## src/rtl/tri_load_ctrl.sv

```systemverilog
// rtl/tri_load_ctrl.sv - sequencer for the serial triangle-load shift register
//
// Frames a triangle on a start pulse, gates the external shift register's
// enable from the serial bit strobe, counts bits to frame completion, then
// captures the parallel word into a 2-entry output queue that feeds the
// rasterizer over a valid/ready handshake.
//
// Ports:
//   clk, rst_n    clock, asynchronous active-low reset
//   start         one-cycle pulse beginning a new frame
//   ser_valid     serial bit strobe
//   sh_en         shift enable to the shift register (combinational)
//   sh_clr        registered one-cycle clear to the shift register
//   sh_data       parallel contents of the shift register
//   tri_data      head of the output queue (registered)
//   tri_valid     output queue not empty
//   tri_ready     downstream accepts tri_data
//   busy          sequencer not idle
//   frame_cnt     triangles pushed, wraps silently
//   err_abort     sticky: start arrived mid-frame
//   err_overrun   sticky: strobe arrived while a completed frame was held
//   err_clr       clears both sticky flags
module tri_load_ctrl #(
  parameter int FRAME_BITS = 144,
  parameter int CNT_W      = 8
) (
  input  logic                  clk,
  input  logic                  rst_n,
  input  logic                  start,
  input  logic                  ser_valid,
  output logic                  sh_en,
  output logic                  sh_clr,
  input  logic [FRAME_BITS-1:0] sh_data,
  output logic [FRAME_BITS-1:0] tri_data,
  output logic                  tri_valid,
  input  logic                  tri_ready,
  output logic                  busy,
  output logic [15:0]           frame_cnt,
  output logic                  err_abort,
  output logic                  err_overrun,
  input  logic                  err_clr
);

  typedef enum logic [1:0] {
    IDLE  = 2'd0,
    SHIFT = 2'd1,
    LOAD  = 2'd2,
    WAIT  = 2'd3
  } state_t;

  localparam logic [CNT_W-1:0] LAST_BIT = CNT_W'(FRAME_BITS - 1);

  state_t                  state_q;
  logic [CNT_W-1:0]        bit_cnt_q;
  logic                    sh_clr_q;
  logic                    err_abort_q;
  logic                    err_overrun_q;

  logic [FRAME_BITS-1:0]   head_q, head_d;
  logic [FRAME_BITS-1:0]   tail_q, tail_d;
  logic [1:0]              count_q, count_d;
  logic [15:0]             frame_cnt_q, frame_cnt_d;

  logic                    holding;
  logic                    push;
  logic                    pop;

  // A completed frame sits in the shift register while in LOAD or WAIT.
  assign holding = (state_q == LOAD) || (state_q == WAIT);

  // Eligibility uses the count at cycle start, so a pop from a full queue
  // does not free a slot until the following cycle.
  assign push = holding && (count_q != 2'd2);
  assign pop  = (count_q != 2'd0) && tri_ready;

  // start overrides a coincident strobe: that bit is neither shifted nor counted.
  assign sh_en = (state_q == SHIFT) && ser_valid && !start;

  assign sh_clr      = sh_clr_q;
  assign tri_data    = head_q;
  assign tri_valid   = (count_q != 2'd0);
  assign busy        = (state_q != IDLE);
  assign frame_cnt   = frame_cnt_q;
  assign err_abort   = err_abort_q;
  assign err_overrun = err_overrun_q;

  // Sequencer, bit counter, clear pulse and sticky error flags.
  always_ff @(posedge clk or negedge rst_n) begin
    if (!rst_n) begin
      state_q       <= IDLE;
      bit_cnt_q     <= '0;
      sh_clr_q      <= 1'b0;
      err_abort_q   <= 1'b0;
      err_overrun_q <= 1'b0;
    end else begin
      sh_clr_q <= 1'b0;
      case (state_q)
        IDLE: begin
          if (start) begin
            sh_clr_q  <= 1'b1;
            bit_cnt_q <= '0;
            state_q   <= SHIFT;
          end
        end
        SHIFT: begin
          if (start) begin
            // Abort: restart the frame in place.
            sh_clr_q  <= 1'b1;
            bit_cnt_q <= '0;
          end else if (ser_valid) begin
            if (bit_cnt_q == LAST_BIT) begin
              bit_cnt_q <= '0;
              state_q   <= LOAD;
            end else begin
              bit_cnt_q <= bit_cnt_q + 1'b1;
            end
          end
        end
        LOAD: begin
          state_q <= push ? IDLE : WAIT;
        end
        WAIT: begin
          if (push) begin
            state_q <= IDLE;
          end
        end
        default: begin
          state_q <= IDLE;
        end
      endcase

      // A new error event in the same cycle as err_clr keeps the flag set.
      err_abort_q   <= ((state_q == SHIFT) && start) || (err_abort_q && !err_clr);
      err_overrun_q <= (holding && ser_valid) || (err_overrun_q && !err_clr);
    end
  end

  // Output queue next state. head is the oldest entry, tail the second.
  always_comb begin
    head_d      = head_q;
    tail_d      = tail_q;
    count_d     = count_q;
    frame_cnt_d = frame_cnt_q;
    if (push) begin
      frame_cnt_d = frame_cnt_q + 16'd1;
    end
    case ({push, pop})
      2'b10: begin
        if (count_q == 2'd0) begin
          head_d = sh_data;
        end else begin
          tail_d = sh_data;
        end
        count_d = count_q + 2'd1;
      end
      2'b01: begin
        if (count_q == 2'd2) begin
          head_d = tail_q;
        end
        count_d = count_q - 2'd1;
      end
      2'b11: begin
        // Only reachable with count==1: the new entry becomes the head.
        head_d = sh_data;
      end
      default: begin
      end
    endcase
  end

  always_ff @(posedge clk or negedge rst_n) begin
    if (!rst_n) begin
      head_q      <= '0;
      tail_q      <= '0;
      count_q     <= 2'd0;
      frame_cnt_q <= 16'd0;
    end else begin
      head_q      <= head_d;
      tail_q      <= tail_d;
      count_q     <= count_d;
      frame_cnt_q <= frame_cnt_d;
    end
  end

endmodule

```

## config.mk

```make
export PLATFORM = sky130hd
export DESIGN_NAME = tri_load_ctrl
export DESIGN_NICKNAME = d
export VERILOG_FILES = /design/src/rtl/tri_load_ctrl.sv
export SDC_FILE = /design/constraint.sdc
export NUM_CORES = 1
export LEC_CHECK = 0
export ABC_CLOCK_PERIOD_IN_PS = 2700
export CAP_MARGIN = 20
export CORE_MARGIN = 3
export CORE_UTILIZATION = 47
export CTS_CLUSTER_DIAMETER = 60
export DETAILED_ROUTE_END_ITERATION = 10
export GPL_ROUTABILITY_DRIVEN = 0
export GPL_TIMING_DRIVEN = 1
export PLACE_DENSITY = 0.74
export SYNTH_ARGS = -nofsm -noshare
export SYNTH_HDL_FRONTEND = slang
export SYNTH_SLANG_ARGS = --single-unit
```

## constraint.sdc

```tcl
create_clock -name clk -period 2.7 [get_ports clk]
set_input_delay 0.54 -clock clk [delete_from_list [all_inputs] [get_ports clk]]
set_output_delay 0.54 -clock clk [all_outputs]
set_load 0.02 [all_outputs]
```

==> summary.md <==
| Metric | Value |
|---|---|
| Cell row count | `roughly 60` |
| WP data arrival | `2.00 ns` |
| Crit Reg-Reg Startpoint | `count_q[0]` |
| Peak supply drop | `0.6475 mV` |
| PwrDens | `slightly above 900 nW/um^2` |
| RSZ-0062 raised after global routing | `no` |
| # fillers | `~2200` |
| Least-Margin Pin Slew | `around 0.70 ns` |
| Reg2reg end | `tri_data[139]` |
| Slew HR | `53.23%` |
| CTS root buffer | `clkbuf_16` |
| Worst R2R Path Depth | `8` |
| CP dominant cell by count | `clkdlybuf4s50_1` |
| Max-slew violations | `0` |
| Register bit total from synthesis | `roughly 320` |
| Final period utilization | `approximately 94%` |
| Leakage | `~8.3 nW` |
| Minimum clock period | `approximately 2.5 ns` |
| Initial antenna violation count | `4` |
| DRC viols | `0` |
| Synth Instances | `approximately 1100` |
| Final hold vios | `0` |
| Setup TNS | `0 ns` |
| Critical path origin | `ser_valid` |
| Total GRT Usage | `20.62%` |
| Reg area | `roughly 8000 um^2` |
| Die outline width | `174.9 um` |
| Area growth syn-to-layout | `36.34%` |
| IO Count | `316` |
| Worst path slowest cell | `clkdlybuf4s50_1` |
| FFs w/ async S/R, synth | `100.0%` |
| Worst Hold Depth | `2` |
| Worst min-delay path category | `flip-flop to flip-flop` |
| Pin count of the biggest net entering global routing | `about 100` |
| Nets | `~1600` |
| Mapped Area | `13410 um^2` |
| Crit path cell chain | `clkdlybuf4s50_1 -> nand2_1 -> nor3_1 -> clkdlybuf4s50_1` |
| R2R Setup Slk | `~0.20 ns` |
| DR pass1 iterations | `4` |
| Setup crit end | `sh_en` |
| Most frequent cells after synthesis | `dfrtp_1, nand2_1, mux2i_1` |
| CTS tree | `done` |
| Global-route wire length before repair | `approximately 50000 um` |
| Clk_lat worst skew | `0.50 ns` |
| Core Region | `roughly 28000 um^2` |
| Synth area leader | `dfrtp_1` |
| Worst Path Class, Setup | `primary input to primary output` |
| DR WL/cell | `approximately 18 um` |
| Synth top area share | `between 50% and 60%` |
| Count leader, synth | `dfrtp_1` |
| HPWL Detailed | `21720 um` |
| Power Total | `17.03 mW` |
| Dominant cells by area after synthesis | `dfrtp_1, mux2_2, mux2i_1` |
| First DRT Iteration DRCs | `480` |
| PortBufs | `~320` |
| Share of cells above drive strength 1 | `16.84%` |
| Clock buffer count from CTS | `35` |
| Vias per inst | `around 5` |
| Hold_ws | `about 0.48 ns` |
| Initial core utilization | `47.99%` |
| Status | `complete, no violations` |
| Vias | `between 9000 and 10000` |
| Die area | `about 31000 um^2` |
| Syn. warnings | `0` |
| Bufs on Longest Clock Path | `3` |
| Post-synthesis sequential area ratio | `59.55%` |
| Clk sinks | `~320` |
| Max-cap violation count | `0` |
| Synth Net Count | `between 1000 and 1500` |
| Crit. End Element | `primary output` |
| WP data required | `2.16 ns` |
| Max Clk Rate | `394.1 MHz` |
| ANT nets after route | `0` |
| Syn avg cell area | `12.49 um^2` |
| Largest stage delay, worst path | `approximately 0.65 ns` |
| Type of origin of the critical path | `primary input` |
| Detailed Route WL | `around 32000 um` |
| CTS clock-pin slew for the worst setup and hold paths | `around 0.050 ns` |
| Post-synth top flop | `dfrtp_1` |
| Setup Skew | `about 0.015 ns` |
| Final Setup Violations | `0` |
| H-tree Lvls | `2` |
| Distinct cells, synth | `35` |
| Vias in the first global route | `9552` |
| Area of the multi-input gates | `just over 5000 um^2` |
| GRT overflow | `0` |
| Largest fanout on the critical path | `4` |
| Die H | `~170 um` |
| Post-synth EDFFs | `0` |
| Final core utilization | `65.43%` |
[worst min path at each step]
stage                        from            end  slack (ns)
global route        frame_cnt[15]  frame_cnt[15]        0.49
CTS                 frame_cnt[15]  frame_cnt[15]        0.47
global placement    frame_cnt[15]  frame_cnt[15]        0.46
detailed placement  frame_cnt[15]  frame_cnt[15]        0.46
floorplan                   rst_n   bit_cnt_q[0]        0.24
finish              tri_data[125]  tri_data[125]        0.48
[power breakdown]
part | switching [mW] | internal (mW)
logic | 3.11 | 2.80
clock network | 1.83 | 2.81
registers | 0.645 | 5.84
[cells in the final DEF (no fill, tap or decap), drive strengths merged]
cell type,count
bufinv,1
nand4,5
mux2,144
nor3b,1
and3,1
nand4b,1
dlygate4sd3,1
mux2i,145
or4,1
xnor2,14
buf,36
nor4b,3
inv,9
clkinv,5
nand2,161
nand3,6
clkdlybuf4s50,314
ha,4
a31oi,1
xor2,9
and4,1
diode,4
nor3,6
o22ai,1
or2,2
a311oi,1
nor4,5
a21oi,4
clkbuf,53
and4bb,1
nor2b,1
nor2,10
o21ai,152
nand2b,1
dfrtp,319
[routing by layer]
| layer | track usage (%) | wire (um) | vias to the layer above |
|---|---|---|---|
| li1 | - | - | 4382 |
| met1 | 26.87 | 13370 | 4511 |
| met2 | 33.76 | 15250 | 236 |
| met3 | 5.563 | 2065 | 62 |
| met4 | 6.782 | 932 | 0 |
| met5 | 0 | 0 | - |
[metrics by stage]
step,std cells,setup WS [ns],cell area (um^2)
2_1_floorplan,1073,0.4999,13410
3_3_place_gp,1737,0.1796,17120
3_5_place_dp,1737,0.1662,17120
4_1_cts,1797,0.1446,18260
5_1_grt,1801,0.03459,18280
6_report,1801,0.1623,18280
[layout make-up]
cell class | count | area share (%)
Sequential cell | 319 | 43.68
Multi-Input combinational cell | 681 | 27.56
Timing Repair Buffer | 352 | 19.80
Clock buffer | 52 | 5.812
Tap cell | 378 | 2.588
Clock inverter | 7 | 0.3491
Inverter | 8 | 0.1643
Antenna cell | 4 | 0.05477
[registers in the layout, indices dropped and copies added, names as in the netlist]
register     flops
bit_cnt_q        8
err_overrun      1
sh_clr           1
count_q          2
err_abort        1
tail_q         144
tri_data       144
state_q          2
frame_cnt       16
[cell families after synthesis]
kind of cell	after synthesis	synth area share (%)
compound gates	159	6.067
xor+xnor	23	1.503
fa+ha+maj	4	0.3734
buf+inv	73	3.099
flops	319	59.55
mux	289	22.92
simple gates	206	6.487
[critical path, delay by kind of cell]
family | cells | cell delay (ns)
and+or+nand+nor | 2 | 0.32
buffers and inverters | 2 | 1.15
[repair_timing]
item	4_1_cts	5_1_grt
hold buffers	1	0
buffers inserted	0	0
resized for setup	0	2
endpoints found under the setup margin	0	20
endpoints found under the hold margin	4	0
(Power assumes the default switching activity.)
